[src/rtl/fp_mul_pipe.sv]
// rtl/fp_mul_pipe.sv - 3-stage pipelined IEEE-754 multiplier with DAZ/FTZ and tag pass-through
module fp_mul_pipe #(
  parameter int EW = 8,
  parameter int MW = 23,
  parameter int TW = 4
) (
  input  logic           clk,
  input  logic           rst,
  input  logic           in_valid,
  input  logic [EW+MW:0] in1,
  input  logic [EW+MW:0] in2,
  input  logic [2:0]     round_m,
  input  logic [TW-1:0]  tag_in,
  output logic           out_valid,
  output logic [EW+MW:0] out,
  output logic [TW-1:0]  tag_out,
  output logic           ov,
  output logic           un,
  output logic           inv,
  output logic           inexact
);

  localparam int XW = EW + 2;
  localparam int PW = 2 * (MW + 1);
  localparam logic [XW-1:0]  C_BIAS = XW'((1 << (EW - 1)) - 1);
  localparam logic [XW-1:0]  C_EMAX = XW'((1 << EW) - 1);
  localparam logic [EW+MW:0] C_QNAN = {1'b0, {EW{1'b1}}, 1'b1, {(MW-1){1'b0}}};

  // Stage 1: classify, resolve special results early, form exponent sum and mantissa product
  logic [EW-1:0]  w1_ea, w1_eb;
  logic [MW-1:0]  w1_fa, w1_fb;
  logic           w1_a_zero, w1_b_zero, w1_a_inf, w1_b_inf;
  logic           w1_a_nan, w1_b_nan, w1_a_snan, w1_b_snan;
  logic           w1_sign, w1_inv, w1_spec;
  logic [EW+MW:0] w1_spec_val;
  logic [XW-1:0]  w1_exp;
  logic [PW-1:0]  w1_prod;

  assign w1_ea     = in1[EW+MW-1:MW];
  assign w1_eb     = in2[EW+MW-1:MW];
  assign w1_fa     = in1[MW-1:0];
  assign w1_fb     = in2[MW-1:0];
  assign w1_a_zero = (w1_ea == '0);
  assign w1_b_zero = (w1_eb == '0);
  assign w1_a_inf  = (&w1_ea) && (w1_fa == '0);
  assign w1_b_inf  = (&w1_eb) && (w1_fb == '0);
  assign w1_a_nan  = (&w1_ea) && (w1_fa != '0);
  assign w1_b_nan  = (&w1_eb) && (w1_fb != '0);
  assign w1_a_snan = w1_a_nan && !w1_fa[MW-1];
  assign w1_b_snan = w1_b_nan && !w1_fb[MW-1];
  assign w1_sign   = in1[EW+MW] ^ in2[EW+MW];
  assign w1_inv    = w1_a_snan | w1_b_snan | (w1_a_inf & w1_b_zero) | (w1_a_zero & w1_b_inf);
  assign w1_exp    = {2'b00, w1_ea} + {2'b00, w1_eb} - C_BIAS;
  assign w1_prod   = {{(MW+1){1'b0}}, 1'b1, w1_fa} * {{(MW+1){1'b0}}, 1'b1, w1_fb};

  always_comb begin
    w1_spec     = 1'b1;
    w1_spec_val = C_QNAN;
    if (w1_a_nan || w1_b_nan || w1_inv)
      w1_spec_val = C_QNAN;
    else if (w1_a_inf || w1_b_inf)
      w1_spec_val = {w1_sign, {EW{1'b1}}, {MW{1'b0}}};
    else if (w1_a_zero || w1_b_zero)
      w1_spec_val = {w1_sign, {(EW+MW){1'b0}}};
    else
      w1_spec = 1'b0;
  end

  logic           r1_valid, r1_sign, r1_spec, r1_inv;
  logic [XW-1:0]  r1_exp;
  logic [PW-1:0]  r1_prod;
  logic [EW+MW:0] r1_spec_val;
  logic [2:0]     r1_rm;
  logic [TW-1:0]  r1_tag;

  always_ff @(posedge clk) begin
    if (!rst) begin
      r1_valid <= 1'b0;
    end else begin
      r1_valid <= in_valid;
    end
    r1_sign     <= w1_sign;
    r1_spec     <= w1_spec;
    r1_inv      <= w1_inv;
    r1_exp      <= w1_exp;
    r1_prod     <= w1_prod;
    r1_spec_val <= w1_spec_val;
    r1_rm       <= round_m;
    r1_tag      <= tag_in;
  end

  // Stage 2: product lies in [1,4); a set MSB means shift right by one and bump the exponent
  logic          w2_norm, w2_guard, w2_sticky;
  logic [MW:0]   w2_mant;
  logic [XW-1:0] w2_exp;

  assign w2_norm   = r1_prod[PW-1];
  assign w2_mant   = w2_norm ? r1_prod[PW-1:MW+1] : r1_prod[PW-2:MW];
  assign w2_guard  = w2_norm ? r1_prod[MW] : r1_prod[MW-1];
  assign w2_sticky = w2_norm ? (|r1_prod[MW-1:0]) : (|r1_prod[MW-2:0]);
  assign w2_exp    = r1_exp + {{(XW-1){1'b0}}, w2_norm};

  logic           r2_valid, r2_sign, r2_spec, r2_inv, r2_guard, r2_sticky;
  logic [XW-1:0]  r2_exp;
  logic [MW:0]    r2_mant;
  logic [EW+MW:0] r2_spec_val;
  logic [2:0]     r2_rm;
  logic [TW-1:0]  r2_tag;

  always_ff @(posedge clk) begin
    if (!rst) begin
      r2_valid <= 1'b0;
    end else begin
      r2_valid <= r1_valid;
    end
    r2_sign     <= r1_sign;
    r2_spec     <= r1_spec;
    r2_inv      <= r1_inv;
    r2_guard    <= w2_guard;
    r2_sticky   <= w2_sticky;
    r2_exp      <= w2_exp;
    r2_mant     <= w2_mant;
    r2_spec_val <= r1_spec_val;
    r2_rm       <= r1_rm;
    r2_tag      <= r1_tag;
  end

  // Stage 3: round, then substitute overflow/underflow results
  logic           w3_inc, w3_to_inf, w3_carry, w3_of, w3_uf, w3_gs;
  logic [MW+1:0]  w3_sum;
  logic [MW-1:0]  w3_frac;
  logic [XW-1:0]  w3_exp;
  logic [EW+MW:0] w3_res;
  logic           w3_ov, w3_un, w3_inv, w3_inx;

  assign w3_gs = r2_guard | r2_sticky;

  always_comb begin
    w3_inc    = r2_guard & (r2_sticky | r2_mant[0]);
    w3_to_inf = 1'b1;
    case (r2_rm)
      3'b001: begin w3_inc = 1'b0;              w3_to_inf = 1'b0;     end
      3'b010: begin w3_inc = r2_sign & w3_gs;   w3_to_inf = r2_sign;  end
      3'b011: begin w3_inc = !r2_sign & w3_gs;  w3_to_inf = !r2_sign; end
      3'b100: begin w3_inc = r2_guard;          w3_to_inf = 1'b1;     end
      default: ;
    endcase
  end

  assign w3_sum   = {1'b0, r2_mant} + {{(MW+1){1'b0}}, w3_inc};
  assign w3_carry = w3_sum[MW+1];
  assign w3_frac  = w3_carry ? w3_sum[MW:1] : w3_sum[MW-1:0];
  assign w3_exp   = r2_exp + {{(XW-1){1'b0}}, w3_carry};
  assign w3_of    = !w3_exp[XW-1] && (w3_exp >= C_EMAX);
  assign w3_uf    = w3_exp[XW-1] || (w3_exp == '0);

  always_comb begin
    w3_res = {r2_sign, w3_exp[EW-1:0], w3_frac};
    w3_ov  = 1'b0;
    w3_un  = 1'b0;
    w3_inv = 1'b0;
    w3_inx = w3_gs;
    if (r2_spec) begin
      w3_res = r2_spec_val;
      w3_inv = r2_inv;
      w3_inx = 1'b0;
    end else if (w3_of) begin
      w3_res = w3_to_inf ? {r2_sign, {EW{1'b1}}, {MW{1'b0}}}
                         : {r2_sign, {(EW-1){1'b1}}, 1'b0, {MW{1'b1}}};
      w3_ov  = 1'b1;
      w3_inx = 1'b1;
    end else if (w3_uf) begin
      w3_res = {r2_sign, {(EW+MW){1'b0}}};
      w3_un  = 1'b1;
      w3_inx = 1'b1;
    end
  end

  always_ff @(posedge clk) begin
    if (!rst) begin
      out_valid <= 1'b0;
      out       <= '0;
      tag_out   <= '0;
      ov        <= 1'b0;
      un        <= 1'b0;
      inv       <= 1'b0;
      inexact   <= 1'b0;
    end else begin
      out_valid <= r2_valid;
      if (r2_valid) begin
        out     <= w3_res;
        tag_out <= r2_tag;
        ov      <= w3_ov;
        un      <= w3_un;
        inv     <= w3_inv;
        inexact <= w3_inx;
      end
    end
  end

endmodule

[config.mk]
export PLATFORM = sky130hd
export DESIGN_NAME = fp_mul_pipe
export DESIGN_NICKNAME = d
export VERILOG_FILES = /design/src/rtl/fp_mul_pipe.sv
export SDC_FILE = /design/constraint.sdc
export NUM_CORES = 2
export LEC_CHECK = 0
export ABC_CLOCK_PERIOD_IN_PS = 7800
export CAP_MARGIN = 15
export CORE_MARGIN = 4
export CORE_UTILIZATION = 44
export CTS_BUF_LIST = sky130_fd_sc_hd__clkbuf_4
export DETAILED_ROUTE_END_ITERATION = 7
export SKIP_CTS_REPAIR_TIMING = 1
export SLEW_MARGIN = 20
export SYNTH_ARGS = -nofsm -noshare
export SYNTH_HDL_FRONTEND = slang
export SYNTH_SLANG_ARGS = --single-unit
[constraint.sdc]
create_clock -name clk -period 7.8 [get_ports clk]
set_clock_uncertainty 0.05 [all_clocks]
set_input_delay 1.17 -clock clk [delete_from_list [all_inputs] [get_ports clk]]
set_output_delay 1.17 -clock clk [all_outputs]
set_load 0.005 [all_outputs]
# ---- Yosys cells after proc, flatten, opt, wreduce, memory -nomap -nowiden
# Index checks and enable logic that the tools add are counted.
dict set report word_totals {
  word_cells 101
  register_bits 221
  input_bits 74
}
dict set report classes {
  n_mul 1
  n_mux 22
  order_cmp 1
  bitwise 11
  eq_ne 4
  n_reduce_logical 28
  addsub 5
}
# cell count
set ops {}
lappend ops {{two-way mux 32 bit} 3}
lappend ops {{two-way mux 31 bit} 2}
lappend ops {{multiplier 24 x 24 -> 48 bit} 1}
lappend ops {{zero test 23 bit} 2}
lappend ops {{two-way mux 23 bit} 2}
lappend ops {{nonzero test 23 bit} 2}
lappend ops {{adder 24 x 1 -> 25 bit} 1}
lappend ops {{two-way mux 24 bit} 1}
lappend ops {{OR reduction 23 bit} 1}
lappend ops {{OR reduction 22 bit} 1}
lappend ops {{adder 10 x 1 -> 10 bit} 2}
lappend ops {{zero test 8 bit} 2}
lappend ops {{AND reduction 8 bit} 2}
lappend ops {{two-way mux 1 bit} 12}
lappend ops {{>= comparator 10 x 8 -> 1 bit, second input constant} 1}
lappend ops {{zero test 10 bit} 1}
lappend ops {{subtractor 9 x 7 -> 10 bit, second input constant} 1}
lappend ops {{adder 8 x 8 -> 9 bit} 1}
lappend ops {{logical AND 1 bit} 7}
lappend ops {{equality test 3 x 2 -> 1 bit, second input constant} 2}
lappend ops {{AND 1 bit} 5}
lappend ops {{logical OR 1 bit} 5}
lappend ops {{OR 1 bit} 5}
lappend ops {{zero test 1 bit} 4}
lappend ops {{6 further kinds} 6}

# ---- Longest topological paths before layout
dict set report depth {
  ltp_word 10
  depth_mapped 27
}

# ---- Worst setup path before layout
# No wires, ideal clock.
dict set report synth_timing {
  kind {input to register}
  startpoint {input port in2[17]}
  endpoint {register r1_prod[41]}
  path_buffers 3
  setup_slack_ns 0.428
  setup_time_ns 0.072
  stages 26
  arrival_time_ns 7.250
  cell_sequence {clkbuf_1 > clkbuf_1 > nand2_1 > fa_1 > inv_1 > fa_1 > inv_1 > fa_1 > inv_1 > fa_1 > fa_1 > fa_1 > inv_1 > fa_1 > inv_1 > ha_1 > buf_2 > nand3_2 > nor2_4 > nand4_1 > a21oi_2 > a2111oi_2 > o31ai_4 > a31oi_4 > o41ai_2 > xor2_1}
}
dict set report synth_between {
  elab_chain_len 1
}
# element line_no
set synth_rtl {}
lappend synth_rtl {{start: declaration} 11} ;# input logic [EW+MW:0] in2,
lappend synth_rtl {{multiplier 24 x 24 -> 48 bit} 54} ;# assign w1_prod = {{(MW+1){1'b0}}, 1'b1, w1_fa} * {{(MW+1){1'b0}}, 1'b1, w1_fb};
lappend synth_rtl {{via w1_prod[41]} 37} ;# logic [PW-1:0] w1_prod;
lappend synth_rtl {{end signal: assignment} 86} ;# r1_prod <= w1_prod;
lappend synth_rtl {{end: declaration} 71} ;# logic [PW-1:0] r1_prod;
# The timed path passes the listed nets, and every way through them passes these cells.
# A chain may end at the register's enable or synchronous reset.

# ---- Worst setup path in the final report
dict set report layout_timing {
  startpoint {input port in1[20]}
  endpoint {register r1_prod[46]}
}
dict set report layout_between {
  elab_chain_len 1
}
# element line_no
set layout_rtl {}
lappend layout_rtl {{start: declaration} 10} ;# input logic [EW+MW:0] in1,
lappend layout_rtl {{multiplier 24 x 24 -> 48 bit} 54}
lappend layout_rtl {{via w1_prod[46]} 37}
# The timed path passes the listed nets, and every way through them passes these cells.

==> metrics.csv <==
metric,value,unit
outcome,finished clean,
routed_via_density,5.00,
core,55200,um2
mappedNetlistArea,24600,um2
synth.top_cells.by_area,"fa_1 (39%), dfxtp_1 (13%), ha_1 (9.9%)",
synth_cells,2656,
synthAdderAreaFrac,49.2,%
path_class,input port to flop,
end_kind,flop,
drc,0,
min_path_type,flop to flop,
setup_viol,0,
synth_edf_count,0,
cts_buffers,17,
synthSimpleGateAreaFrac,16.1,%
dp_slack,-435,ps
fp.dieW,244,um
crit_start,in1[20],
synth.area.mux_share,1.47,%
critPathRequiredTime,8220,ps
drtAntennaViolNets,0,
gr-total-overflow,0,
r2r-end,out[21],
ys_seq_area_share,13.3,%
area_growth_syn_to_layout,16.8,%
r2r_setup_slack,2490,ps
netlist_top_cells_count,"inv_1 (572), fa_1 (483), nand2_1 (291)",
maxCapViolCount,0,
synth_area_per_cell,9.25,um2
worstPathArrival,8020,ps
synth_top_family_by_area,adder cells,
max_stage_delay,560,ps
rr_worst_depth,19,
via_count,18437,
gp_congestion,0.949,
cts_htree_levels,4,
cp_max_fo,6,
yosys.area.top_type,fa_1,
crit_chain,clkdlybuf4s50_1 > buf_4 > buf_12 > and2_1 > fa_1 > fa_1 > inv_1 > fa_1 > fa_1 > inv_1 > fa_1 > fa_1 > fa_1 > ha_1 > a21oi_2 > buf_4 > a21boi_0 > o211ai_1 > o211ai_1 > a21oi_2 > o41ai_2 > o31a_1 > nor4b_1 > a221o_1,
cp_top_family,adder cells,
cp.depth,24,
path_clk_slew,150,ps
ys_types,72,
cp_common_cell,fa_1,
synth-xor-area-share,3.14,%
hpwl,57400,um
period_share,97.3,%
grt_pass1_vias,20154,
grt_first_pass_wirelength,106000,um
clockBufferDepth,2,
min_period,7590,ps
r2r-start,r2_rm[1],
async_flop_share,0,%
place_area,28400,um2
antenna_found_initial,3,
initial_core_util,44.5,%
timing_max_transition_violations_final,0,
routed_wirelength,65000,um
dieArea,59700,um2
max_slew.worst_pin.slew,1040,ps
top_level_ports,115,
synth.most_common_cell,inv_1,
cts_tree,yes,
finalNetCount,3679,
die_h,244,um
cts_root_buf,clkbuf_4,
drive_gt1_share,11.7,%
clock-sinks,163,
clkLatencyLatePin,530,ps
post-synth-top-area-fraction,39.3,%
ys_seq_elements,163,
place.port_buffers,114,
timing.fmax,0.132,GHz
grt_usage,22.1,%
ys.flop_type,dfxtp_1,
fp-row-count,86,
first_iter_violations,1104,
grt_start_max_net_pins,28,
yosysWarnings,0,
max-slew-margin-rel,30.3,%
cp-start-kind,input port,
critPathSlowestCell,fa_1,
fin_ws,208,ps
drt_first_pass_iters,5,
hold_violations,0,
critPathBufInv,6,
synth_nets,3407,
synth_compound_area_share,5.94,%
crit_end,r1_prod[46],
fin_area,28700,um2
avgRoutedWirePerCell,17.6,um
## cell type report
cell class                      instances  area, um2
Fill cell                            5070      26500
Multi-Input combinational cell       1794      18700
Timing Repair Buffer                  378       3410
Sequential cell                       163       3260
Inverter                              574       2150
Tap cell                              748        936
Clock buffer                           19        143
Clock inverter                         13        140
Antenna cell                            1       2.50
## cell families (layout without fill, tap and decap cells)
kind of cell	count (synthesis)	count (layout)
xor gates and xnor gates	88	88
muxes	33	33
AOI/OAI and AO/OA	214	214
other	0	1
buffers and inverters	699	984
and+or+nand+nor	782	782
DFF	163	163
adders and majority gates	677	677
## layout by cell type (no fill, tap or decap), types with 4 or more instances in the layout
cell type,n
inv_1,572
fa_1,483
nand2_1,291
and2_1,261
buf_4,239
ha_1,194
dfxtp_1,163
clkdlybuf4s50_1,113
nor2_1,77
a21oi_1,47
xnor2_1,47
xor2_1,41
o21ai_0,38
nand3_1,33
nand4_1,29
mux2_2,25
nor2b_1,23
nor4_1,23
a22o_1,23
buf_12,22
clkbuf_4,19
o21ai_1,16
a21o_1,15
nor3_1,12
o21a_1,10
and3_1,8
mux2i_1,8
o21bai_1,7
o211ai_1,7
nand2b_1,5
a21oi_2,5
o22ai_1,5
a211oi_1,4
a31oi_1,4
inv_6,4
inv_8,4
## worst reg2reg max path: stages, from the launching register on
cell and delay (ps):
dfxtp_1 360, nor2b_1 160, xnor2_1 120, nor2_1 90, a21oi_1 130, ha_1 260, ha_1 310, nand3_1 170
or2_1 330, nor3_2 320, ha_1 270, ha_1 220, and4_1 270, nand4_1 140, xor2_1 150, inv_1 100
o21ai_2 640, nor2_1 170, nor3b_4 730, a22o_1 260
## per-layer routing
layer  vias up  track usage, %  routed length [um]
met5         -               0                  16
met3       111            3.30                3780
met2       531            37.2               31000
met1      9222            29.4               28000
met4         2            7.27                2250
li1       8571               -                   -
## flip-flops by register name, indices dropped and copies added (netlist names), 3 cells and up
| name | cells |
|---|---|
| out | 32 |
| r1_spec_val | 3 |
| r2_rm | 3 |
| tag_out | 4 |
| r1_tag | 4 |
| r1_exp | 10 |
| r2_exp | 10 |
| r1_prod | 48 |
| r2_tag | 4 |
| r2_mant | 24 |
| r2_spec_val | 3 |
| r1_rm | 3 |
## metrics by stage
step,TNS (ps),utilization [%],hold WS (ps),std cells
2_1_floorplan,0,-,260,2656
3_3_place_gp,-1840,51.5,261,3657
3_5_place_dp,-3120,51.5,262,3657
4_1_cts,0,52.0,295,3689
5_1_grt,-11.1,52.0,297,3690
6_report,0,52.0,294,3690
## how the worst min path moves through the flow
stage / startpoint / to / slack, ps / cells past startpoint
2_1_floorplan: r1_inv / r2_inv / 260 / 0
3_3_place_gp: r1_spec_val[31] / r2_spec_val[31] / 260 / 0
5_1_grt: r1_tag[0] / r2_tag[0] / 300 / 0
4_1_cts: r1_tag[1] / r2_tag[1] / 290 / 0
6_report: r1_tag[1] / r2_tag[1] / 290 / 0
3_5_place_dp: r1_sign / r2_sign / 260 / 0
Power is not shown: default switching activity piles up to over one toggle a cycle in this logic, so the estimate is an artifact.
